**src/rtl/blkmem_pkg.sv**
```systemverilog
// Shared types and helpers for the block-RAM read controller.
// State encodings, a constant-safe clog2 and the read-latency clamp.
package blkmem_pkg;

    typedef enum logic [1:0] {
        IDLE  = 2'd0,
        ISSUE = 2'd1,
        DRAIN = 2'd2
    } state_t;

    function automatic int clog2(input int v);
        int r;
        r = 0;
        while ((1 << r) < v) r++;
        return r;
    endfunction

    function automatic logic [2:0] clamp_lat(
        input logic [2:0] cfg,
        input int         max_lat
    );
        if (cfg == 3'd0) return 3'd1;
        if (int'(cfg) > max_lat) return 3'(max_lat);
        return cfg;
    endfunction

endpackage

```
**src/rtl/blkmem_rd_ctrl_if.sv**
```systemverilog
// Command, memory-port and response bundle of the read controller.
// master = command source / memory / consumer side, slave = controller.
interface blkmem_rd_ctrl_if #(
    parameter int ADDR_W = 10,
    parameter int DATA_W = 32,
    parameter int LEN_W  = 8
);
    logic              cmd_valid;
    logic              cmd_ready;
    logic [ADDR_W-1:0] cmd_addr;
    logic [LEN_W-1:0]  cmd_len;

    logic              mem_en;
    logic [ADDR_W-1:0] mem_addr;
    logic [DATA_W-1:0] mem_rdata;

    logic              rsp_valid;
    logic              rsp_ready;
    logic [DATA_W-1:0] rsp_data;
    logic              rsp_last;

    modport master (
        output cmd_valid, cmd_addr, cmd_len,
        input  cmd_ready,
        input  mem_en, mem_addr,
        output mem_rdata,
        input  rsp_valid, rsp_data, rsp_last,
        output rsp_ready
    );

    modport slave (
        input  cmd_valid, cmd_addr, cmd_len,
        output cmd_ready,
        output mem_en, mem_addr,
        input  mem_rdata,
        output rsp_valid, rsp_data, rsp_last,
        input  rsp_ready
    );
endinterface

```
**src/rtl/blkmem_rd_fifo.sv**
```systemverilog
// Synchronous show-ahead FIFO with occupancy count.
// Head reads as zero while empty so outputs stay defined after reset.
module blkmem_rd_fifo
    import blkmem_pkg::*;
#(
    parameter int WIDTH = 33,
    parameter int DEPTH = 8
) (
    input  logic                      clk,
    input  logic                      rst,
    input  logic                      push,
    input  logic [WIDTH-1:0]          din,
    input  logic                      pop,
    output logic [WIDTH-1:0]          dout,
    output logic                      empty,
    output logic [clog2(DEPTH+1)-1:0] count
);
    localparam int PW = clog2(DEPTH);
    localparam int CW = clog2(DEPTH + 1);

    logic [WIDTH-1:0] mem [DEPTH];
    logic [PW-1:0]    wp;
    logic [PW-1:0]    rp;

    always_ff @(posedge clk) begin
        if (rst) begin
            wp    <= '0;
            rp    <= '0;
            count <= '0;
        end else begin
            if (push) wp <= wp + 1'b1;
            if (pop)  rp <= rp + 1'b1;
            unique case (1'b1)
                push && !pop: count <= count + CW'(1);
                !push && pop: count <= count - CW'(1);
                default: ;
            endcase
        end
    end

    always_ff @(posedge clk) begin
        if (push) mem[wp] <= din;
    end

    assign empty = (count == '0);
    assign dout  = empty ? '0 : mem[rp];

endmodule

```
**src/rtl/blkmem_rd_ctrl.sv**
```systemverilog
// Burst read controller for synchronous-read block memories.
// Credit-limited issue, latency-tracking pipeline, show-ahead response FIFO.
module blkmem_rd_ctrl
    import blkmem_pkg::*;
#(
    parameter int ADDR_W     = 10,
    parameter int DATA_W     = 32,
    parameter int LEN_W      = 8,
    parameter int MAX_LAT    = 4,
    parameter int FIFO_DEPTH = 8
) (
    input  logic              clk,
    input  logic              rst,
    input  logic [2:0]        cfg_latency,
    output logic              busy,
    blkmem_rd_ctrl_if.slave   bus
);
    localparam int IW = clog2(MAX_LAT + 1);
    localparam int CW = clog2(FIFO_DEPTH + 1);
    localparam int SW = clog2(FIFO_DEPTH + MAX_LAT + 1);

    state_t            state;
    logic [ADDR_W-1:0] addr_q;
    logic [LEN_W-1:0]  rem_q;
    logic [2:0]        lat_q;
    logic [IW-1:0]     inflight;
    logic [MAX_LAT-1:0] sr_v, sr_l;
    logic [MAX_LAT-1:0] sr_v_nxt, sr_l_nxt;

    logic [CW-1:0]     fifo_cnt;
    logic              fifo_empty;
    logic [DATA_W:0]   fifo_dout;
    logic [SW-1:0]     occ;
    logic              accept, issue, emerge, pop, last_beat, done;

    assign bus.cmd_ready = (state == IDLE) && !rst;
    assign accept    = bus.cmd_valid && bus.cmd_ready;
    // A same-cycle pop is deliberately not credited until the next cycle.
    assign occ       = SW'(inflight) + SW'(fifo_cnt);
    assign issue     = (state == ISSUE) && (occ < SW'(FIFO_DEPTH));
    assign last_beat = (rem_q == '0);
    assign emerge    = sr_v[0];
    assign pop       = !fifo_empty && bus.rsp_ready;
    assign done      = (inflight == '0) && (fifo_cnt == CW'(pop));

    assign bus.mem_en   = issue;
    assign bus.mem_addr = addr_q;
    assign busy         = (state != IDLE);

    // Enter at stage L-1 so the tag reaches stage 0 exactly L cycles later.
    always_comb begin
        sr_v_nxt = sr_v >> 1;
        sr_l_nxt = sr_l >> 1;
        for (int i = 0; i < MAX_LAT; i++) begin
            if (issue && lat_q == 3'(i + 1)) begin
                sr_v_nxt[i] = 1'b1;
                sr_l_nxt[i] = last_beat;
            end
        end
    end

    always_ff @(posedge clk) begin
        if (rst) begin
            state    <= IDLE;
            addr_q   <= '0;
            rem_q    <= '0;
            lat_q    <= 3'd1;
            inflight <= '0;
            sr_v     <= '0;
            sr_l     <= '0;
        end else begin
            sr_v <= sr_v_nxt;
            sr_l <= sr_l_nxt;
            unique case (1'b1)
                issue && !emerge: inflight <= inflight + IW'(1);
                !issue && emerge: inflight <= inflight - IW'(1);
                default: ;
            endcase
            unique case (state)
                IDLE: if (accept) begin
                    addr_q <= bus.cmd_addr;
                    rem_q  <= bus.cmd_len;
                    lat_q  <= clamp_lat(cfg_latency, MAX_LAT);
                    state  <= ISSUE;
                end
                ISSUE: if (issue) begin
                    addr_q <= addr_q + 1'b1;
                    rem_q  <= rem_q - 1'b1;
                    if (last_beat) state <= DRAIN;
                end
                DRAIN: if (done) state <= IDLE;
                default: state <= IDLE;
            endcase
        end
    end

    blkmem_rd_fifo #(
        .WIDTH (DATA_W + 1),
        .DEPTH (FIFO_DEPTH)
    ) u_fifo (
        .clk   (clk),
        .rst   (rst),
        .push  (emerge),
        .din   ({sr_l[0], bus.mem_rdata}),
        .pop   (pop),
        .dout  (fifo_dout),
        .empty (fifo_empty),
        .count (fifo_cnt)
    );

    assign bus.rsp_valid = !fifo_empty;
    assign bus.rsp_data  = fifo_dout[DATA_W-1:0];
    assign bus.rsp_last  = fifo_dout[DATA_W];

endmodule

```
**src/flat_wrapper.sv**
```systemverilog
// flat-port wrapper written by rule: the top's interface ports become plain ports
module blkmem_rd_ctrl_flat import blkmem_pkg::*;
#(
    parameter int ADDR_W     = 10,
    parameter int DATA_W     = 32,
    parameter int LEN_W      = 8,
    parameter int MAX_LAT    = 4,
    parameter int FIFO_DEPTH = 8
)
  (clk, rst, cfg_latency, busy, bus_cmd_valid, bus_cmd_addr, bus_cmd_len, bus_cmd_ready, bus_mem_en, bus_mem_addr, bus_mem_rdata, bus_rsp_valid, bus_rsp_data, bus_rsp_last, bus_rsp_ready);
  blkmem_rd_ctrl_if #(.ADDR_W(ADDR_W), .DATA_W(DATA_W), .LEN_W(LEN_W)) bus_i ();
  input  logic clk;
  input  logic rst;
  input  logic [2:0] cfg_latency;
  output logic busy;
  input wire logic [$bits(bus_i.cmd_valid)-1:0] bus_cmd_valid;
  input wire logic [$bits(bus_i.cmd_addr)-1:0] bus_cmd_addr;
  input wire logic [$bits(bus_i.cmd_len)-1:0] bus_cmd_len;
  output wire logic [$bits(bus_i.cmd_ready)-1:0] bus_cmd_ready;
  output wire logic [$bits(bus_i.mem_en)-1:0] bus_mem_en;
  output wire logic [$bits(bus_i.mem_addr)-1:0] bus_mem_addr;
  input wire logic [$bits(bus_i.mem_rdata)-1:0] bus_mem_rdata;
  output wire logic [$bits(bus_i.rsp_valid)-1:0] bus_rsp_valid;
  output wire logic [$bits(bus_i.rsp_data)-1:0] bus_rsp_data;
  output wire logic [$bits(bus_i.rsp_last)-1:0] bus_rsp_last;
  input wire logic [$bits(bus_i.rsp_ready)-1:0] bus_rsp_ready;
  assign bus_i.cmd_valid = bus_cmd_valid;
  assign bus_i.cmd_addr = bus_cmd_addr;
  assign bus_i.cmd_len = bus_cmd_len;
  assign bus_cmd_ready = bus_i.cmd_ready;
  assign bus_mem_en = bus_i.mem_en;
  assign bus_mem_addr = bus_i.mem_addr;
  assign bus_i.mem_rdata = bus_mem_rdata;
  assign bus_rsp_valid = bus_i.rsp_valid;
  assign bus_rsp_data = bus_i.rsp_data;
  assign bus_rsp_last = bus_i.rsp_last;
  assign bus_i.rsp_ready = bus_rsp_ready;
  blkmem_rd_ctrl #(.ADDR_W(ADDR_W), .DATA_W(DATA_W), .LEN_W(LEN_W), .MAX_LAT(MAX_LAT), .FIFO_DEPTH(FIFO_DEPTH)) u_core (.clk(clk), .rst(rst), .cfg_latency(cfg_latency), .busy(busy), .bus(bus_i));
endmodule
```
**config.mk**
```make
export PLATFORM = sky130hd
export DESIGN_NAME = blkmem_rd_ctrl_flat
export DESIGN_NICKNAME = d
export VERILOG_FILES = /design/src/rtl/blkmem_pkg.sv /design/src/rtl/blkmem_rd_ctrl_if.sv /design/src/rtl/blkmem_rd_fifo.sv /design/src/rtl/blkmem_rd_ctrl.sv /design/src/flat_wrapper.sv
export SDC_FILE = /design/constraint.sdc
export NUM_CORES = 1
export LEC_CHECK = 0
export CAP_MARGIN = 20
export CORE_ASPECT_RATIO = 0.75
export CORE_MARGIN = 2
export CORE_UTILIZATION = 63
export CTS_CLUSTER_DIAMETER = 80
export CTS_CLUSTER_SIZE = 30
export DETAILED_ROUTE_END_ITERATION = 7
export DONT_BUFFER_PORTS = 1
export MAX_ROUTING_LAYER = met4
export PLACE_DENSITY_LB_ADDON = 0.3
export SLEW_MARGIN = 20
export SYNTH_ARGS = -nofsm -noshare
export SYNTH_HDL_FRONTEND = slang
export SYNTH_SLANG_ARGS = --single-unit
```
**constraint.sdc**
```tcl
create_clock -name clk -period 4.5 [get_ports clk]
set_input_delay 0.45 -clock clk [delete_from_list [all_inputs] [get_ports clk]]
set_output_delay 0.45 -clock clk [all_outputs]
set_load 0.01 [all_outputs]
```
# Yosys cells after proc, flatten, opt, wreduce, memory -nomap -nowiden
# Memories as Yosys holds them, arrays and structs flattened. A register that Yosys moved wholly into a read port is not among the register bits.
# Index checks and enable logic that the tools add are counted.
word_totals:
  ram_bits: 264
  regBits: 44
  output_inout_bits: 47
  in_bits: 57
  n_memories: 1
  word_cells: 104
op_classes:
  eq_ne: 11
  reduce_logical: 31
  n_mux: 38
  n_lt_le_gt_ge: 2
  add_sub_neg: 9
  bitwise: 1
memory_table:
  columns: ["name", "depth", "width", "read_ports", "rd_clocked_by_memory_dff", "write_ports", "line_no", "source"]
  rows:
  - ["u_core.u_fifo.mem", 8, 33, 1, 1, 1, "blkmem_rd_fifo.sv:21", "logic [WIDTH-1:0] mem [DEPTH];"]
ops:
  columns: ["operator", "count"]
  rows:
  - ["2-to-1 mux 33 bit", 1]
  - ["2-to-1 mux 10 bit", 2]
  - ["case mux 10 bit (2 select lines)", 1]
  - ["2-to-1 mux 1 bit", 18]
  - ["2-to-1 mux 3 bit", 6]
  - ["2-to-1 mux 8 bit", 2]
  - ["case mux 8 bit (2 select lines)", 1]
  - ["logical AND 1 bit", 13]
  - ["adder 10 x 1 -> 10 bit (second input constant)", 1]
  - ["adder 3 x 1 -> 3 bit (second input constant)", 3]
  - ["logical NOT 8 bit", 1]
  - ["2-to-1 mux 2 bit", 4]
  - ["inequality test 2 x 1 -> 1 bit (second input constant)", 4]
  - ["case mux 4 bit (2 select lines)", 1]
  - ["nonzero test 2 bit", 4]
  - ["subtractor 8 x 1 -> 8 bit (second input constant)", 1]
  - ["== test 3 x 2 -> 1 bit (second input constant)", 2]
  - ["logical NOT 3 bit", 2]
  - ["case mux 2 bit (3 select lines)", 1]
  - ["case mux 3 bit (2 select lines)", 1]
  - ["logical NOT 1 bit", 5]
  - ["adder 3 x 4 -> 4 bit", 1]
  - ["adder 4 x 1 -> 4 bit (second input constant)", 1]
  - ["== test 4 x 1 -> 1 bit", 1]
  - ["other kinds (15)", 15]

# Depth between registers and ports, before layout
# Gate-level depths: netlist of run 1.
logic_depth:
  ltp_word: 12
  depth_mapped: 11
  depth_no_buf: 11

# Modules after synthesis
# Synthesis of run 1 repeated with hierarchy kept, for this count alone.
unflattened:
  hier_cells: 748
  area_unflattened_um2: 12771.0
modules_own_cells:
  columns: ["module", "cells_each", "area_each_um2", "instances"]
  rows:
  - ["blkmem_rd_fifo", 488, 10657.7, 1]
  - ["blkmem_rd_ctrl", 260, 2113.3, 1]

# Worst setup path after synthesis of run 1
# Ideal clock, no wire load.
synth_timing:
  path_type: "reg-to-reg"
  start: "register u_core.sr_v[0]"
  end: "memory u_core.u_fifo.mem[0][0], enable pin"
  stages_incl_launch_ff: 3
  period_less_slack_ns: 3.303
  arrival_time_ns: 2.838
  slack_ns: 1.197
  setup_ns: 0.464
  n_path_buf: 0
  required_ns: 4.036
  cell_sequence: "dfxtp_1 nand2b_1 nor3_1"
synth_between:
  elab_chain_len: 2
synth_lines:
  columns: ["item", "line_no", "source"]
  rows:
  - ["start: declaration", "blkmem_rd_ctrl.sv:27", "logic [MAX_LAT-1:0] sr_v, sr_l;"]
  - ["start signal: assignment", "blkmem_rd_ctrl.sv:72", "sr_v <= sr_v_nxt;"]
  - ["2-to-1 mux 1 bit", "blkmem_rd_fifo.sv:42", "if (push) mem[wp] <= din;"]
  - ["2-to-1 mux 1 bit (implied by the code)", "blkmem_rd_fifo.sv:42", null]
  - ["end: declaration", "blkmem_rd_fifo.sv:21", null]
# Every way passes these cells.

==> run_results.csv, run 1 <==
group,metric,value,unit
yosys,synth_edf_count,264,
setup_path,crit_arrival,2620,ps
yosys,synth_compound_area_share,4.299,%
setup_path,critPathCapture,"bus_rsp_data[23]",
yosys,async_flop_share,0,%
sta,fin_crit_sh,68.19,%
placed_design,place_hpwl,14620,um
yosys,synthSimpleGateAreaFrac,6.318,%
setup_path,worst-path-max-fanout,38,
clock_tree,cts-buffers-inserted,14,
pwr,p_int,4.226,mW
finish,fin_nets,790,
yosys,ys_warn_count,0,
pwr,pwr_density_cell,424.3,nW/um^2
setup_path,r2r-start,"u_core.u_fifo.count[0]$_SDFFE_PP0P_",
floorplanning,core_area,19430,sq um
yosys,synth.cell_area,12570,sq um
routing,drc,0,
floorplanning,start_util,64.71,%
global_routing,grt_pass1_vias,6547,
finish,drive_above_1_share,17.45,%
routing,vias_per_cell,6.522,
clock_tree,clk_latency,490,ps
sta,worst_pin_slew,1028,ps
setup_path,worstSetupPathType,"reg -> out",
sta,drv_slew,0,
global_routing,globalRouteOverflowTotal,0,
pwr,switching_share,25.35,%
floorplanning,die_area,21120,sq um
pwr,p_seq_share,58.6,%
pwr,p_leak,4.073,nW
yosys,avgSynthCellArea,17.37,sq um
sta,layout_min_cycle_time,3069,ps
clock_tree,path_clk_slew,110,ps
placed_design,gp_congestion,0.9139,
global_routing,grt_pass1_wl,37070,um
routing,vias,6398,
setup_path,start_kind,"flip-flop",
yosys,synthAdderAreaFrac,1.413,%
yosys,ys_types,62,
routing,final_antenna_net_count,0,
setup_path,r2r_slack,1500,ps
yosys,syn_inst,724,
pwr,power.share.clock,25.7,%
routing,drtIter0Drc,765,
floorplanning,rows,44,
yosys,synth_flop_cell,"edfxtp_1",
sta,setup_violations,0,
setup_path,r2r_end,"u_core.u_fifo.count[3]$_SDFFE_PP0P_",
yosys,synth_top_family_by_area,"multiplexers",
clock_tree,clock_sinks,311,
pwr,ir_worst_vdd,439.7,uV
yosys,synth_fp_nets,794,
sta,slew-limit-headroom,31.47,%
routing,wl_per_cell,24.36,um
setup_path,rr_worst_depth,11,
sta,fmax,0.3259,GHz
sta,clock-skew-final,16.84,ps
clock_tree,clk_path_buf_depth,3,
clock_tree,htree_levels,1,
routing,drt_pass1_iterations,5,
run_status,outcome,"complete, no violations",
yosys,synth-xor-area-share,0.8358,%
clock_tree,cts.repair.resized,0,
sta,whs,17.25,ps
floorplanning,ios,104,
yosys,yosysSeqAreaShare,70.53,%
setup_path,crit_path_end_kind,"output port",
hold_path,hp-class,"in -> reg",
clock_tree,cts_tree,"yes",
sta,tns,0,ps
sta,hold_viol,0,
finish,syn_to_final_growth,6.119,%
global_routing,antenna_found_initial,0,
global_routing,grt_usage,23.67,%
setup_path,worstPathRequired,4050,ps
global_routing,grt_max_degree,67,
floorplanning,die_y,126.4,um
floorplanning,die_w,167.1,um
run,max_cap_violations,0,
placed_design,port_buffers,0,
pwr,net-switching-power,1.435,mW
yosys,synth_mux_area_share,14.85,%
routing,wirelength,23900,um
yosys,synth_seq_cells,311,
finish,antenna_cells,0,
clock_tree,cts_root_buf,"clkbuf_16",
pwr,p_comb_share,15.6,%
sta,rsz0062_at_grt,"false",
==> stage by stage <==
| stage | area (sq um) | power [mW] | cells | worst slack [ps] | utilization, % |
|---|---|---|---|---|---|
| after detailed placement | 12910 | 4.279 | 956 | 1497 | 66.42 |
| after floorplan | 12570 | 4.080 | 724 | 1197 | - |
| after global routing | 13340 | 5.875 | 981 | 1222 | 68.66 |
| after CTS | 13330 | 5.691 | 980 | 1360 | 68.61 |
| final | 13340 | 5.662 | 981 | 1431 | 68.66 |
| after global placement | 12910 | 4.245 | 956 | 1589 | 66.42 |
==> registers in the layout, indices dropped and copies added (netlist names), 4 cells and up, named ones only <==
register	cells
u_core.sr_l	4
u_core.bus.mem_addr	10
u_core.u_fifo.mem	264
u_core.u_fifo.count	4
u_core.sr_v	4
u_core.rem_q	8
==> logic make-up after synthesis <==
group,Yosys count
AOI/OAI and AO/OA,75
xor gates and xnor gates,12
adders and majority gates,13
buffers and inverters,52
DFF,311
muxes,104
and+or+nand+nor,157
==> routing by layer <==
metal  share of wire, %  global-route usage (%)  up-vias
met4               0.99                   3.469        0
met2                 49                   37.67      246
met1                 42                   33.16     3304
li1                   -                       -     2827
met5                  0                       -        -
met3                7.4                   5.148       21
==> layout make-up <==
cell class / instances / area [sq um]
clock buffers: 22 / 401.6
fillers: 1220 / 6090
clock inverters: 2 / 25.02
inverters: 19 / 71.32
repair buffers: 13 / 112.6
multi-input cells: 361 / 3540
flip-flops and latches: 311 / 8877
well taps: 253 / 316.6
==> cells in the final DEF, fill, tap and decap left out, types with 2 or more instances in the layout <==
| master | netlist | layout |
|---|---|---|
| a211oi_1 | 4 | 4 |
| a211oi_2 | 2 | 2 |
| a21o_1 | 5 | 5 |
| a21oi_1 | 27 | 27 |
| a221oi_1 | 2 | 2 |
| a311oi_1 | 3 | 3 |
| and3_1 | 3 | 3 |
| and4_1 | 2 | 2 |
| buf_4 | 2 | 11 |
| clkbuf_1 | 12 | 7 |
| clkbuf_16 | 0 | 15 |
| dfxtp_1 | 47 | 44 |
| dfxtp_4 | 0 | 2 |
| edfxtp_1 | 264 | 264 |
| fa_1 | 2 | 2 |
| ha_1 | 11 | 11 |
| inv_1 | 17 | 17 |
| inv_2 | 2 | 2 |
| mux2i_1 | 38 | 38 |
| mux4_2 | 66 | 66 |
| nand2_1 | 23 | 23 |
| nand2b_1 | 9 | 9 |
| nand3_1 | 6 | 6 |
| nand4_1 | 5 | 5 |
| nor2_1 | 77 | 71 |
| nor2_4 | 0 | 6 |
| nor3_1 | 9 | 7 |
| nor3_2 | 3 | 5 |
| nor4_1 | 2 | 2 |
| o211ai_1 | 5 | 5 |
| o21ai_0 | 9 | 9 |
| o21ai_2 | 3 | 3 |
| o22ai_1 | 2 | 2 |
| o32ai_1 | 4 | 4 |
| or3_1 | 2 | 2 |
| xnor2_1 | 6 | 6 |
| xor2_1 | 6 | 6 |
==> worst max-delay path, stage by stage, from the launching register on <==
cell	delay, ps
dfxtp_4	870
buf_12	330
mux4_2	540
mux2i_1	220
nor2_1	120
==> power by group through the flow <==
stage                     Clock (mW)  Sequential, mW  Combinational [mW]
after detailed placement           0            3.39               0.889
after global routing            1.57            3.34               0.962
final                           1.46            3.32               0.884
after CTS                       1.48            3.32               0.891
after floorplan                    0            3.29               0.788
after global placement             0            3.38               0.863
==> worst min path at each step <==
stage          slack (ps)  depth (start not counted)                             endpoint                       from
6_report               20                          1         u_core.rem_q[2]$_SDFFE_PP0P_                        rst
4_1_cts                 2                          1  u_core.bus.mem_addr[4]$_SDFFE_PP0P_                        rst
5_1_grt                -5                          1         u_core.state[1]$_SDFFE_PP0P_                        rst
3_5_place_dp          420                          2            u_core.sr_v[2]$_SDFF_PP0_  u_core.sr_v[3]$_SDFF_PP0_
2_1_floorplan         410                          2            u_core.sr_v[0]$_SDFF_PP0_  u_core.sr_v[1]$_SDFF_PP0_
3_3_place_gp          410                          2            u_core.sr_v[2]$_SDFF_PP0_  u_core.sr_v[3]$_SDFF_PP0_
==> synthesized netlist by cell type (all sizes together), types with 2 or more instances <==
master    n  area (sq um)
and4      3         28.78
nor4      3         33.78
nand3     6         30.03
a311oi    3         26.28
nor2     78         295.3
a21o      5         37.54
a221oi    2         17.52
o211ai    5         37.54
clkbuf   12         45.04
ha       11         137.6
and2      2         12.52
o21ai    12         71.32
fa        2         40.04
nor4b     3         47.54
nor3     12         75.07
o22ai     2         12.51
nand2    23         86.33
mux2i    38         380.4
and3      3         18.77
or4       2         18.77
dfxtp    47         940.9
nand4     5         31.28
nand2b    9         56.30
o32ai     4         35.03
inv      19         71.32
or3       2         12.51
a21oi    29         160.2
mux4     66          1486
xnor2     6         52.55
xor2      6         52.55
buf      21         105.1
edfxtp  264          7928
a211oi    6         55.05
==> what timing repair did <==
action	CTS	global route
hold endpoints to repair	0	5
hold buffers	0	1
buffers inserted	0	0
Power figures use the tool's default switching activity.
==> inputs of run 2 (changes only) <==
--- a/config.mk
+++ b/config.mk
@@ -8,7 +8,7 @@
 export CAP_MARGIN = 20
 export CORE_ASPECT_RATIO = 0.75
 export CORE_MARGIN = 2
-export CORE_UTILIZATION = 63
+export CORE_UTILIZATION = 57
 export CTS_CLUSTER_DIAMETER = 80
 export CTS_CLUSTER_SIZE = 30
 export DETAILED_ROUTE_END_ITERATION = 7
==> constraint.sdc (replaced) <==
create_clock -name clk -period 2.7 [get_ports clk]
set_input_delay 0.27 -clock clk [delete_from_list [all_inputs] [get_ports clk]]
set_output_delay 0.27 -clock clk [all_outputs]
set_load 0.01 [all_outputs]
==> run 2 against run 1 <==
Worst hold slack gained 7.8 ps. Routed wire length up 3.9%. Clock power up 74%. Setup slack got worse by 1300 ps. Critical endpoint is now bus_rsp_data[14]. Highest routed layer unchanged. Flip-flop and latch count unchanged. Largest power group unchanged. Total power increased by 72%.
==> run_results.csv, run 2 (synthesized netlist as in run 1, its figures left out) <==
group,metric,value,unit
run_status,outcome,"complete, no violations",
floorplanning,die_area,23280,sq um
routing,drc,0,
setup_path,start_kind,"flip-flop",
floorplanning,rows,47,
sta,hold_viol,0,
setup_path,cp_slowest_cell,"dfxtp_4",
global_routing,grt_pass1_vias,6825,
sta,slew-limit-headroom,59.95,%
pwr,switching_share,25.85,%
sta,fin_crit_sh,94.64,%
setup_path,rr_worst_depth,11,
hold_path,hp-class,"in -> reg",
setup_path,r2r_end,"u_core.inflight[2]$_SDFFE_PP0P_",
finish,layout_common_cells,"edfxtp_1, nor2_1, mux4_2",
routing,drt_pass1_iterations,5,
setup_path,r2r_slack,150,ps
setup_path,crit_arrival,2290,ps
pwr,p_int,7.205,mW
finish,syn_to_final_growth,11.75,%
placed_design,place_hpwl,14570,um
global_routing,globalRouteOverflowTotal,0,
sta,drv_slew,0,
routing,drtIter0Drc,658,
pwr,p_comb_share,17.7,%
routing,wl_per_cell,23.16,um
routing,final_antenna_net_count,0,
floorplanning,die_w,175.5,um
floorplanning,start_util,57.48,%
sta,clock-skew-final,13.40,ps
routing,vias,6619,
clock_tree,cts_root_buf,"clkbuf_16",
pwr,p_seq_share,56.1,%
pwr,net-switching-power,2.512,mW
finish,antenna_cells,0,
setup_path,worst-path-max-fanout,28,
clock_tree,clk_latency,500,ps
global_routing,grt_pass1_wl,39190,um
sta,fmax,0.3914,GHz
setup_path,max_stage_delay,570,ps
sta,worst_pin_slew,598.8,ps
clock_tree,htree_levels,1,
pwr,p_leak,4.334,nW
finish,final_common_cell,"edfxtp_1",
pwr,ir_worst_vdd,459.5,uV
run,max_cap_violations,0,
clock_tree,path_clk_slew,110,ps
sta,setup_violations,0,
pwr,fin_total_pwr,9.717,mW
floorplanning,core_area,21880,sq um
sta,rsz0062_at_grt,"false",
finish,fin_nets,843,
placed_design,port_buffers,0,
placed_design,dp.cells,1011,
clock_tree,cts_setup_buffers,0,
routing,vias_per_cell,6.174,
setup_path,crit_path_end_kind,"output port",
finish,largest_reg_flops,264,
finish,final_area,14050,sq um
clock_tree,cts-buffers-inserted,14,
setup_path,worstPathRequired,2430,ps
setup_path,cp_cell_sequence,"buf_12, mux4_2, mux2i_1, nor2_1",
sta,tns,0,ps
setup_path,critPathCapture,"bus_rsp_data[14]",
floorplanning,ios,104,
clock_tree,cts_tree,"yes",
clock_tree,clk_path_buf_depth,3,
finish,final_util,64.24,%
global_routing,grt_usage,22.58,%
finish,drive_above_1_share,18.77,%
pwr,pwr_density_cell,691.5,nW/um^2
clock_tree,clock_sinks,311,
floorplanning,die_y,132.6,um
finish,fin_cells,1072,
routing,wirelength,24830,um
sta,layout_min_cycle_time,2555,ps
setup_path,worstSetupPathType,"reg -> out",
placed_design,gp_congestion,0.8322,
pwr,power.share.clock,26.2,%
global_routing,grt_max_degree,49,
finish,top_register,"u_core.u_fifo.mem",
global_routing,antenna_found_initial,0,
placed_design,place_area,13170,sq um
setup_path,r2r-start,"u_core.u_fifo.count[1]$_SDFFE_PP0P_",
-- run 2: cell count changes in the layout (fill, tap and decap cells not counted), moves of 3 or more --
cell,delta
buf_4,+5
dfxtp_2,+3
dlygate4sd3_1,+38
clkbuf_1,-3
buf_12,+9
-- run 2: layout make-up --
cell class                 instances  area [sq um]
clock buffer                      19         390.4
multi-input combinational        361          3577
clock inverter                     2         46.29
fill                            1500          7824
timing repair buffer              66         721.9
sequential                       311          8877
tap                              294         367.9
inverter                          19         71.32
-- run 2: power by group through the flow --
stage	Combinational (mW)	Clock, mW	Sequential, mW
2_1_floorplan	1.31	0	5.49
3_3_place_gp	1.58	0	5.55
3_5_place_dp	1.62	0	5.56
4_1_cts	1.73	2.59	5.45
5_1_grt	1.88	2.76	5.47
6_report	1.72	2.54	5.45
-- run 2: timing repair --
item / in CTS / in global routing
hold buffers: 40 / 0
gates resized for setup: 0 / 6
endpoints found under the setup margin: 0 / 3
endpoints found under the hold margin: 303 / 0
-- run 2: worst min-delay path by stage --
stage                                start                                 to  slack (ps)  cells after the start
final                       bus_cmd_len[0]       u_core.rem_q[0]$_SDFFE_PP0P_          30                      2
after global routing        bus_cmd_len[0]       u_core.rem_q[0]$_SDFFE_PP0P_          20                      2
after CTS                   bus_cmd_len[0]       u_core.rem_q[0]$_SDFFE_PP0P_           4                      2
after detailed placement               rst       u_core.rem_q[2]$_SDFFE_PP0P_         340                      1
after global placement                 rst       u_core.rem_q[2]$_SDFFE_PP0P_         340                      1
after floorplan           bus_mem_rdata[0]  u_core.u_fifo.mem[0][0]$_DFFE_PP_         370                      0
-- run 2: worst max-delay path, delay by kind of cell, from the launching register on --
kind          cells  cell delay (ps)
mux               2              770
buf+inv           1              300
flops             1              570
simple gates      1              120
-- run 2: stage by stage --
step                      hold WS [ps]  worst slack [ps]
after global routing             17.46             10.76
final                            25.05             144.8
after CTS                        4.431             78.58
after floorplan                  368.9             133.8
after detailed placement         338.3             123.7
after global placement           337.2             240.6
-- run 2: metal layers --
layer  vias to the layer above  track usage, %  wire (um)
li1                       2945               -          -
met2                       207           35.52      12340
met3                        27           3.534       1334
met4                         0           4.132        301
met5                         -               -          0
met1                      3440           32.27      10850
